## src/rtl/udp_video_pkg.sv

```systemverilog
// rtl/udp_video_pkg.sv - scheduler states, header constants and header byte mux; UDP_SCHED_HDR_EN enables the sequence header
`timescale 1ns/1ps
package udp_video_pkg;

  typedef enum logic [2:0] {
    ST_IDLE = 3'd0,
    ST_REQ  = 3'd1,
    ST_HDR  = 3'd2,
    ST_PAY  = 3'd3,
    ST_GAP  = 3'd4
  } sched_state_t;

  localparam logic [7:0] HDR_MAGIC = 8'hA5;

`ifdef UDP_SCHED_HDR_EN
  localparam int HDR_BYTES = 4;
`else
  localparam int HDR_BYTES = 0;
`endif

  localparam int FLAG_FIRST_BIT = 0;
  localparam int FLAG_LAST_BIT  = 1;

  // Header byte at position idx: magic, seq high, seq low, flags.
  function automatic logic [7:0] hdr_byte(input logic [1:0]  idx,
                                          input logic [15:0] seq,
                                          input logic        first,
                                          input logic        last);
    logic [7:0] flags;
    flags = 8'h00;
    flags[FLAG_FIRST_BIT] = first;
    flags[FLAG_LAST_BIT]  = last;
    case (idx)
      2'd0:    hdr_byte = HDR_MAGIC;
      2'd1:    hdr_byte = seq[15:8];
      2'd2:    hdr_byte = seq[7:0];
      default: hdr_byte = flags;
    endcase
  endfunction

endpackage

```

## src/rtl/udp_video_pkt_sched.sv

```systemverilog
// rtl/udp_video_pkt_sched.sv - video FIFO to UDP engine packet scheduler; UDP_SCHED_HDR_EN adds a 4-byte sequence header
`timescale 1ns/1ps
module udp_video_pkt_sched
  import udp_video_pkg::*;
#(
  parameter int PAYLOAD_BYTES  = 1024,
  parameter int PKTS_PER_FRAME = 4050,
  parameter int GAP_CYCLES     = 16
) (
  input  logic        video_rd_clk,
  input  logic        Reset_n,
  input  logic        video_rd_rdy,
  input  logic [7:0]  video_rd_data,
  output logic        video_rd_en,
  output logic        udp_tx_req,
  input  logic        udp_tx_ack,
  output logic [15:0] udp_tx_len,
  input  logic        udp_tx_data_req,
  output logic [7:0]  udp_tx_data,
  output logic        pkt_done,
  output logic        frame_done
);

  localparam int BW = $clog2(PAYLOAD_BYTES + 1);
  localparam int GW = $clog2(GAP_CYCLES + 1);
  localparam logic [BW-1:0] PAY_LAST = BW'(PAYLOAD_BYTES - 1);
  localparam logic [GW-1:0] GAP_LAST = GW'(GAP_CYCLES - 1);
  localparam logic [15:0]   SEQ_LAST = 16'(PKTS_PER_FRAME - 1);

  sched_state_t  state;
  sched_state_t  state_nxt;
  logic [BW-1:0] byte_cnt;
  logic [GW-1:0] gap_cnt;
  logic [15:0]   seq;
  logic [7:0]    hdr_q;
  logic          sel_fifo;
  logic          pay_last;
  logic          gap_last;

  assign udp_tx_len  = 16'(PAYLOAD_BYTES + HDR_BYTES);
  assign pay_last    = (state == ST_PAY) && udp_tx_data_req && (byte_cnt == PAY_LAST);
  assign gap_last    = (state == ST_GAP) && (gap_cnt == GAP_LAST);
  // Bytes leave one cycle after their data_req: header from hdr_q, payload straight from the FIFO.
  assign udp_tx_data = sel_fifo ? video_rd_data : hdr_q;

`ifdef UDP_SCHED_HDR_EN
  localparam logic [1:0] HDR_LAST = 2'(HDR_BYTES - 1);
  logic [1:0] hdr_idx;
  logic       hdr_last;

  assign hdr_last = (state == ST_HDR) && udp_tx_data_req && (hdr_idx == HDR_LAST);

  // Latch the requested header byte and step through the header positions.
  always_ff @(posedge video_rd_clk or negedge Reset_n) begin
    if (!Reset_n) begin
      hdr_q   <= 8'h00;
      hdr_idx <= 2'd0;
    end else if ((state == ST_HDR) && udp_tx_data_req) begin
      hdr_q   <= hdr_byte(hdr_idx, seq, seq == 16'd0, seq == SEQ_LAST);
      hdr_idx <= hdr_last ? 2'd0 : hdr_idx + 2'd1;
    end
  end
`else
  assign hdr_q = 8'h00;
`endif

  // State register.
  always_ff @(posedge video_rd_clk or negedge Reset_n) begin
    if (!Reset_n) state <= ST_IDLE;
    else          state <= state_nxt;
  end

  // Next-state decode plus the request and FIFO read strobes.
  always_comb begin
    state_nxt   = state;
    udp_tx_req  = 1'b0;
    video_rd_en = 1'b0;
    case (state)
      ST_IDLE: if (video_rd_rdy) state_nxt = ST_REQ;
      ST_REQ: begin
        udp_tx_req = 1'b1;
`ifdef UDP_SCHED_HDR_EN
        if (udp_tx_ack) state_nxt = ST_HDR;
`else
        if (udp_tx_ack) state_nxt = ST_PAY;
`endif
      end
      ST_HDR: begin
`ifdef UDP_SCHED_HDR_EN
        if (hdr_last) state_nxt = ST_PAY;
`else
        state_nxt = ST_PAY;
`endif
      end
      ST_PAY: begin
        video_rd_en = udp_tx_data_req;
        if (pay_last) state_nxt = ST_GAP;
      end
      ST_GAP:  if (gap_last) state_nxt = ST_IDLE;
      default: state_nxt = ST_IDLE;
    endcase
  end

  // Payload byte count, inter-packet gap count, sequence number and completion pulses.
  always_ff @(posedge video_rd_clk or negedge Reset_n) begin
    if (!Reset_n) begin
      byte_cnt   <= '0;
      gap_cnt    <= '0;
      seq        <= 16'd0;
      pkt_done   <= 1'b0;
      frame_done <= 1'b0;
    end else begin
      pkt_done   <= pay_last;
      frame_done <= pay_last && (seq == SEQ_LAST);
      if ((state == ST_PAY) && udp_tx_data_req)
        byte_cnt <= pay_last ? '0 : byte_cnt + BW'(1);
      if (state == ST_GAP)
        gap_cnt <= gap_last ? '0 : gap_cnt + GW'(1);
      if (pay_last)
        seq <= (seq == SEQ_LAST) ? 16'd0 : seq + 16'd1;
    end
  end

  // Output select follows the phase of the byte requested in the previous cycle.
  always_ff @(posedge video_rd_clk or negedge Reset_n) begin
    if (!Reset_n) begin
      sel_fifo <= 1'b0;
    end else if (udp_tx_data_req) begin
      if (state == ST_HDR)      sel_fifo <= 1'b0;
      else if (state == ST_PAY) sel_fifo <= 1'b1;
    end
  end

endmodule

```

## config.mk

```make
export PLATFORM = sky130hd
export DESIGN_NAME = udp_video_pkt_sched
export DESIGN_NICKNAME = d
export VERILOG_FILES = /design/src/rtl/udp_video_pkg.sv /design/src/rtl/udp_video_pkt_sched.sv
export SDC_FILE = /design/constraint.sdc
export NUM_CORES = 1
export LEC_CHECK = 0
export ABC_AREA = 1
export CAP_MARGIN = 20
export CELL_PAD_IN_SITES_DETAIL_PLACEMENT = 0
export CELL_PAD_IN_SITES_GLOBAL_PLACEMENT = 1
export CORE_MARGIN = 4
export CORE_UTILIZATION = 38
export DETAILED_ROUTE_END_ITERATION = 7
export GPL_TIMING_DRIVEN = 0
export PLACE_DENSITY = 0.87
export SLEW_MARGIN = 20
export SYNTH_ARGS = -nofsm -noshare
export SYNTH_HDL_FRONTEND = slang
export SYNTH_SLANG_ARGS = --single-unit
```

## constraint.sdc

```tcl
create_clock -name video_rd_clk -period 2 [get_ports video_rd_clk]
set_clock_uncertainty 0.1 [all_clocks]
set_input_delay 0.5 -clock video_rd_clk [delete_from_list [all_inputs] [get_ports video_rd_clk]]
set_output_delay 0.5 -clock video_rd_clk [all_outputs]
set_load 0.01 [all_outputs]
```

==> summary.md, run 1 <==
| Metric | Value |
|---|---|
| Post-DP Area | 2780 um^2 |
| Rows | 28 |
| Crit path max-delay cell type | clkdlybuf4s50_1 |
| Worst setup EP type | primary output |
| Final Instance Area | 2950 um^2 |
| Post-synthesis register bit count | 38 |
| Number of buffers inserted by hold repair at cts | 0 |
| Unrepaired setup endpoints after global routing | no |
| DRT Pass-1 Iters | 4 |
| Fin Hold WS | 34.8 ps |
| DP HPWL | 3810 um |
| Clock buffer depth | 2 |
| CP Class | input port to primary output |
| Distinct cells, synth | 31 |
| Clock transition at path regs | 80 ps |
| Layout area overhead | 24.4% |
| Wire per inst | 11.2 um |
| GRT overflow | 0 |
| Share of layout cells above drive strength 1 | 12.2% |
| Worst vdd ir | 384 uV |
| Crit path DAT | 1330 ps |
| Syn_area_per_cell | 7.27 um^2 |
| R2R Path End | byte_cnt[8] |
| Max stage delay on crit path | 460 ps |
| # nets final | 392 |
| TritonCTS clock tree | built |
| Die W | 87.0 um |
| Seq/Total Area, Yosys | 40.1% |
| Max-cap violations | 0 |
| CP cell instances | clkdlybuf4s50_1 -> nand2_1 -> inv_1 -> dlygate4sd2_1 |
| Initial antenna violation count | 0 |
| Cell area after synthesis | 2370 um^2 |
| I/O Buffers | 24 |
| Final hold vios | 0 |
| Die H | 87.0 um |
| Die ar. | 7560 um^2 |
| Yosys top cell by area | dfrtp_1 |
| ANT cells | 0 |
| Via density | 4.63 |
| Minimum clock period | 1930 ps |
| Io pins | 41 |
| Pwr per Cell Area | 816 nW/um^2 |
| Starting Density | 39.6% |
| Crit Path Max Fanout | 1 |
| Clk sinks | 38 |
| DRC violations left | 0 |
| Initial DRC count | 135 |
| Vias in the first global route | 1969 |
| Max-slew violations | 0 |
| Detail Route Antenna Nets | 0 |
| Post-Route Utilization | 49.2% |
| Clk_lat worst skew | 300 ps |
| # setup viols final | 0 |
| Total wire length | 5040 um |
| Total CTS buffers | 5 |
| FF-to-FF path depth | 7 |
| Largest net degree at the start of global routing | 23 |
| Reg2reg start | byte_cnt[1] |
| Status | complete, no violations |
| Worst R2R Setup Slack | 300 ps |
| CTS root buf | clkbuf_8 |
| Vias | 2090 |
| CP startpoint kind | input port |
| Core footprint | 5990 um^2 |
| Global-route wire length before repair | 8900 um |
| Area share of the largest cell type after synthesis | 40.1% |
| GRT Overall Usage | 14.8% |
| Hold Crit Class | input port to asynchronous set/reset pin |
| Warnings from Yosys | 0 |
| Leak pwr | 1.63 nW |
| CP required | 1400 ps |
| Achievable frequency | 0.518 GHz |
| H-tree depth | 2 |
| Routability cong. | 0.862 |
| Area contributors post-synth | dfrtp_1 (40%), nand2_1 (14%), inv_1 (7.9%) |
| Final Cycle Share | 96.4% |
| CP Buf/Inv Count | 3 |
| Mapped Cells | 326 |
| CP delay by family, top | buffers and inverters |
cell type report:
| class | count | area, um^2 |
|---|---|---|
| Fill cell | 596 | 3040 |
| Clock inverter | 2 | 60.1 |
| Tap cell | 75 | 93.8 |
| Sequential cell | 38 | 951 |
| Timing Repair Buffer | 29 | 285 |
| Inverter | 50 | 188 |
| Buffer | 20 | 155 |
| Multi-Input combinational cell | 231 | 1130 |
| Clock buffer | 6 | 82.6 |
where the power goes:
part	internal (W)	switching, W	leakage, nW
Sequential	0.000859	0.000112	0.459
Clock	0.000532	0.000288	0.0714
Combinational	0.000279	0.000334	1.10
flip-flops by register name, indices dropped and copies added (netlist names):
| register | flops |
|---|---|
| seq | 16 |
| byte_cnt | 11 |
| pkt_done | 1 |
| frame_done | 1 |
| sel_fifo | 1 |
| state | 3 |
| gap_cnt | 5 |
repair_timing:
action	4_1_cts	5_1_grt
pin swaps	1	2
gates resized for setup	16	1
buffers inserted	3	1
endpoints found under the setup margin	10	1
per-stage QoR:
stage               worst slack, ps  total power (W)  instances  TNS (ps)
finish                         71.3          0.00240        451         0
global route                   7.99          0.00258        451         0
CTS                            19.0          0.00242        450         0
detailed placement             -534          0.00161        440     -3500
global placement               -647          0.00159        439    -27800
floorplan                       535          0.00136        340         0
cells in the final DEF, fill, tap and decap left out, drive strengths merged, types with 9 or more instances in the layout:
cell type,n
conb,16
dlygate4sd2,9
nand4,16
buf,27
nand2,91
clkdlybuf4s50,12
dfrtp,38
nor3,9
o21ai,14
nand3,23
nor2,36
inv,50
cell usage after synthesis, drive strengths merged:
| library cell | number |
|---|---|
| dfrtp | 38 |
| conb | 2 |
| and3 | 1 |
| xnor2 | 1 |
| nand4 | 16 |
| xor2 | 7 |
| buf | 20 |
| nand2 | 91 |
| o21ai | 14 |
| a21o | 1 |
| or2 | 1 |
| o21bai | 1 |
| inv | 50 |
| nor2 | 36 |
| ha | 4 |
| a21oi | 5 |
| nand3b | 2 |
| o31ai | 1 |
| a31oi | 1 |
| nor3 | 9 |
| o211a | 1 |
| clkbuf | 1 |
| nand3 | 23 |
worst max path at each step:
stage | from | end | slack [ps] | cells past startpoint
2_1_floorplan | udp_tx_data_req | seq[10] | 530 | 7
3_3_place_gp | Reset_n | byte_cnt[9] | -650 | 1
3_5_place_dp | udp_tx_data_req | video_rd_en | -530 | 5
4_1_cts | udp_tx_data_req | video_rd_en | 20 | 5
5_1_grt | video_rd_data[2] | udp_tx_data[2] | 8 | 4
6_report | video_rd_data[3] | udp_tx_data[3] | 70 | 4
routing by layer:
| layer | share of wire [%] | track usage, % |
|---|---|---|
| met5 | 0 | 0 |
| met4 | 1.9 | 5.95 |
| met3 | 6.0 | 3.78 |
| met2 | 45 | 23.8 |
| met1 | 47 | 19.0 |
logic make-up (layout without fill, tap and decap cells):
| logic type | count (synthesis) | in the layout | synth area share, % |
|---|---|---|---|
| AND/OR/NAND/NOR | 179 | 179 | 34.2 |
| buffers and inverters | 71 | 107 | 14.6 |
| flip-flops | 38 | 38 | 40.1 |
| AO/OA/AOI/OAI | 24 | 24 | 5.65 |
| XOR/XNOR | 8 | 8 | 2.96 |
| adder cells (fa/ha/maj) | 4 | 4 | 2.11 |
| other | 2 | 16 | 0.317 |
Note: power is estimated with default switching activity, not from simulation.
==> inputs of run 2 (changes only) <==
- CORE_ASPECT_RATIO: not set -> 1.4
==> summary.md, run 2 (synthesized netlist as in run 1, its figures left out) <==
| Metric | Value |
|---|---|
| Status | complete, no violations (unchanged) |
| Switch Pwr | 0.000711 W (was 0.000734 W) |
| Pwr per Cell Area | 755 nW/um^2 (was 816 nW/um^2) |
| # nets final | 391 (was 392) |
| Via density | 4.72 (was 4.63) |
| Max FFs per register | 16 (unchanged) |
| Minimum clock period | 1930 ps (about the same) |
| Largest net degree at the start of global routing | 31 (was 23) |
| Initial DRC count | 85 (was 135) |
| Sequential share of power | 44.6% (was 40.4%) |
| TritonCTS clock tree | built (unchanged) |
| Die H | 101 um (was 87.0 um) |
| CP Class | input port to primary output (unchanged) |
| Relative slew slack | 65.1% |
| Total CTS buffers | 5 (unchanged) |
| Leak pwr | 1.60 nW (was 1.63 nW) |
| Setup ws final | 74.1 ps (was 71.3 ps) |
| Post-Layout Cell Count | 445 (was 451) |
| Design Power | 0.00218 W (was 0.00240 W) |
| Most common cell after layout, fill and taps aside | nand2_1 (unchanged) |
| Clk sinks | 38 (unchanged) |
| Worst setup EP type | primary output (unchanged) |
| Hold Crit Class | register to register (was input port to asynchronous set/reset pin) |
| Routability cong. | 0.824 (was 0.862) |
| Combinational share of power | 26.7% (was 25.5%) |
| Die ar. | 7580 um^2 (was 7560 um^2) |
| Total wire length | 5140 um (was 5040 um) |
| Layout area overhead | 21.9% (was 24.4%) |
| CTS root buf | clkbuf_8 (unchanged) |
| Crit Path Max Fanout | 1 (unchanged) |
| Int Pwr | 0.00147 W (was 0.00167 W) |
| Vias in the first global route | 2076 (was 1969) |
| Placed Cells | 435 (was 440) |
| Unrepaired setup endpoints after global routing | no (unchanged) |
| Clk_lat worst skew | 290 ps (was 300 ps) |
| Post-Route Utilization | 48.6% (was 49.2%) |
| Max-slew violations | 0 (unchanged) |
| DRT Pass-1 Iters | 4 (unchanged) |
| CP cell instances | clkdlybuf4s50_1 -> nand2_1 -> inv_1 -> dlygate4sd2_1 (unchanged) |
| CP startpoint kind | input port (unchanged) |
| Initial antenna violation count | 0 (unchanged) |
| GRT overflow | 0 (unchanged) |
| Worst slack, placed | -535 ps (was -534 ps) |
| Clock buffer depth | 2 (unchanged) |
| Achievable frequency | 0.519 GHz (was 0.518 GHz) |
| Crit path max-delay cell type | clkdlybuf4s50_1 (unchanged) |
| H-tree depth | 2 (unchanged) |
| GRT Overall Usage | 15.2% (was 14.8%) |
| DRC violations left | 0 (unchanged) |
| DP HPWL | 3960 um (was 3810 um) |
| Reg with most FFs | seq (unchanged) |
| Clock transition at path regs | 80 ps (about the same) |
| Share of layout cells above drive strength 1 | 11.7% (was 12.2%) |
| Clock power frac | 28.7% (was 34.1%) |
| # setup viols final | 0 (unchanged) |
| Sw Share | 32.6% (was 30.5%) |
| Crit path DAT | 1330 ps (about the same) |
| Top flop regs | seq: 16 flops, byte_cnt: 11 flops, gap_cnt: 5 flops (unchanged) |
| Final Cycle Share | 96.3% (was 96.4%) |
| I/O Buffers | 24 (unchanged) |
| CP required | 1400 ps (about the same) |
| Max stage delay on crit path | 450 ps (was 460 ps) |
| Rows | 33 (was 28) |
| Vias | 2100 (was 2090) |
| Max-cap violations | 0 (unchanged) |
| Worst-Margin Slew | 520 ps |
| ANT cells | 0 (unchanged) |
| Io pins | 41 (unchanged) |
| Filler cell count | 616 (was 596) |
| Core footprint | 5950 um^2 (was 5990 um^2) |
| Detail Route Antenna Nets | 0 (unchanged) |
| Final hold vios | 0 (unchanged) |
| Die W | 74.7 um (was 87.0 um) |
| Global-route wire length before repair | 9060 um (was 8900 um) |
| Starting Density | 39.9% (was 39.6%) |
| Highest-count cells in the layout ignoring fill and taps | nand2_1 (88), inv_1 (50), dfrtp_1 (37) (was nand2_1 (87), inv_1 (50), dfrtp_1 (38)) |
| Worst vdd ir | 530 uV (was 384 uV) |
| Wire per inst | 11.5 um (was 11.2 um) |
## run 2: cell count changes in the layout (fill, tap and decap cells not counted), sizes merged
cell           before  now
buf                27   25
bufinv              2    0
clkbuf              6    8
clkdlybuf4s15       0    1
dlygate4sd3         0    1
dlymetal6s2s        1    0
## run 2: through the flow
stage / TNS, ps / hold WS (ps) / instance area [um^2]
floorplan: 0 / 104 / 2420
global placement: -29400 / 382 / 2750
detailed placement: -3480 / 283 / 2770
CTS: 0 / 399 / 2880
global route: 0 / 414 / 2890
finish: 0 / 399 / 2890
## run 2: path summary, 6_finish.rpt
check / from / to / slack (ps) / cells after the start
min reg2reg: byte_cnt[10] / byte_cnt[10] / 400 / 2
max reg2reg: seq[0] / seq[14] / 280 / 8
max in group asynchronous: Reset_n / state[2] / 860 / 3
max: video_rd_data[7] / udp_tx_data[7] / 70 / 4
min in group asynchronous: Reset_n / seq[12] / 500 / 2
min: byte_cnt[10] / byte_cnt[10] / 400 / 2
## run 2: worst max-delay path, delay by kind of cell
family / cells / cell delay, ps
AND/OR/NAND/NOR: 1 / 50
buffers and inverters: 3 / 770
## run 2: routing by layer
metal | track usage, % | wire length (um)
met4 | 6.03 | 109
met1 | 17.8 | 2170
met5 | 0 | 0
met3 | 3.08 | 159
met2 | 26.8 | 2700
## run 2: area by class of cell
type	instances	area, um^2	share of cell area [%]
buffer	20	155	5.37
inverter	50	188	6.50
timing repair buffer	28	270	9.36
sequential	38	952	33.0
tap	70	87.6	3.03
clock buffer	8	110	3.81
multi-input combinational	231	1120	39.0
## run 2: power by group through the flow
stage / logic (W) / clock network [W] / registers (W)
final: 0.000582 / 0.000625 / 0.000973
after global routing: 0.000682 / 0.000672 / 0.000994
after CTS: 0.000589 / 0.000640 / 0.000976
after detailed placement: 0.000650 / 0 / 0.000963
after global placement: 0.000632 / 0 / 0.000963
after floorplan: 0.000421 / 0 / 0.000942
## run 2: what timing repair did
item,in CTS,in global routing
endpoints found under the hold margin,8,0
pin swaps,1,0
resized for setup,16,1
hold buffers,1,0
buffers inserted,1,1
gates cloned,0,0
setup endpoints to repair,10,1
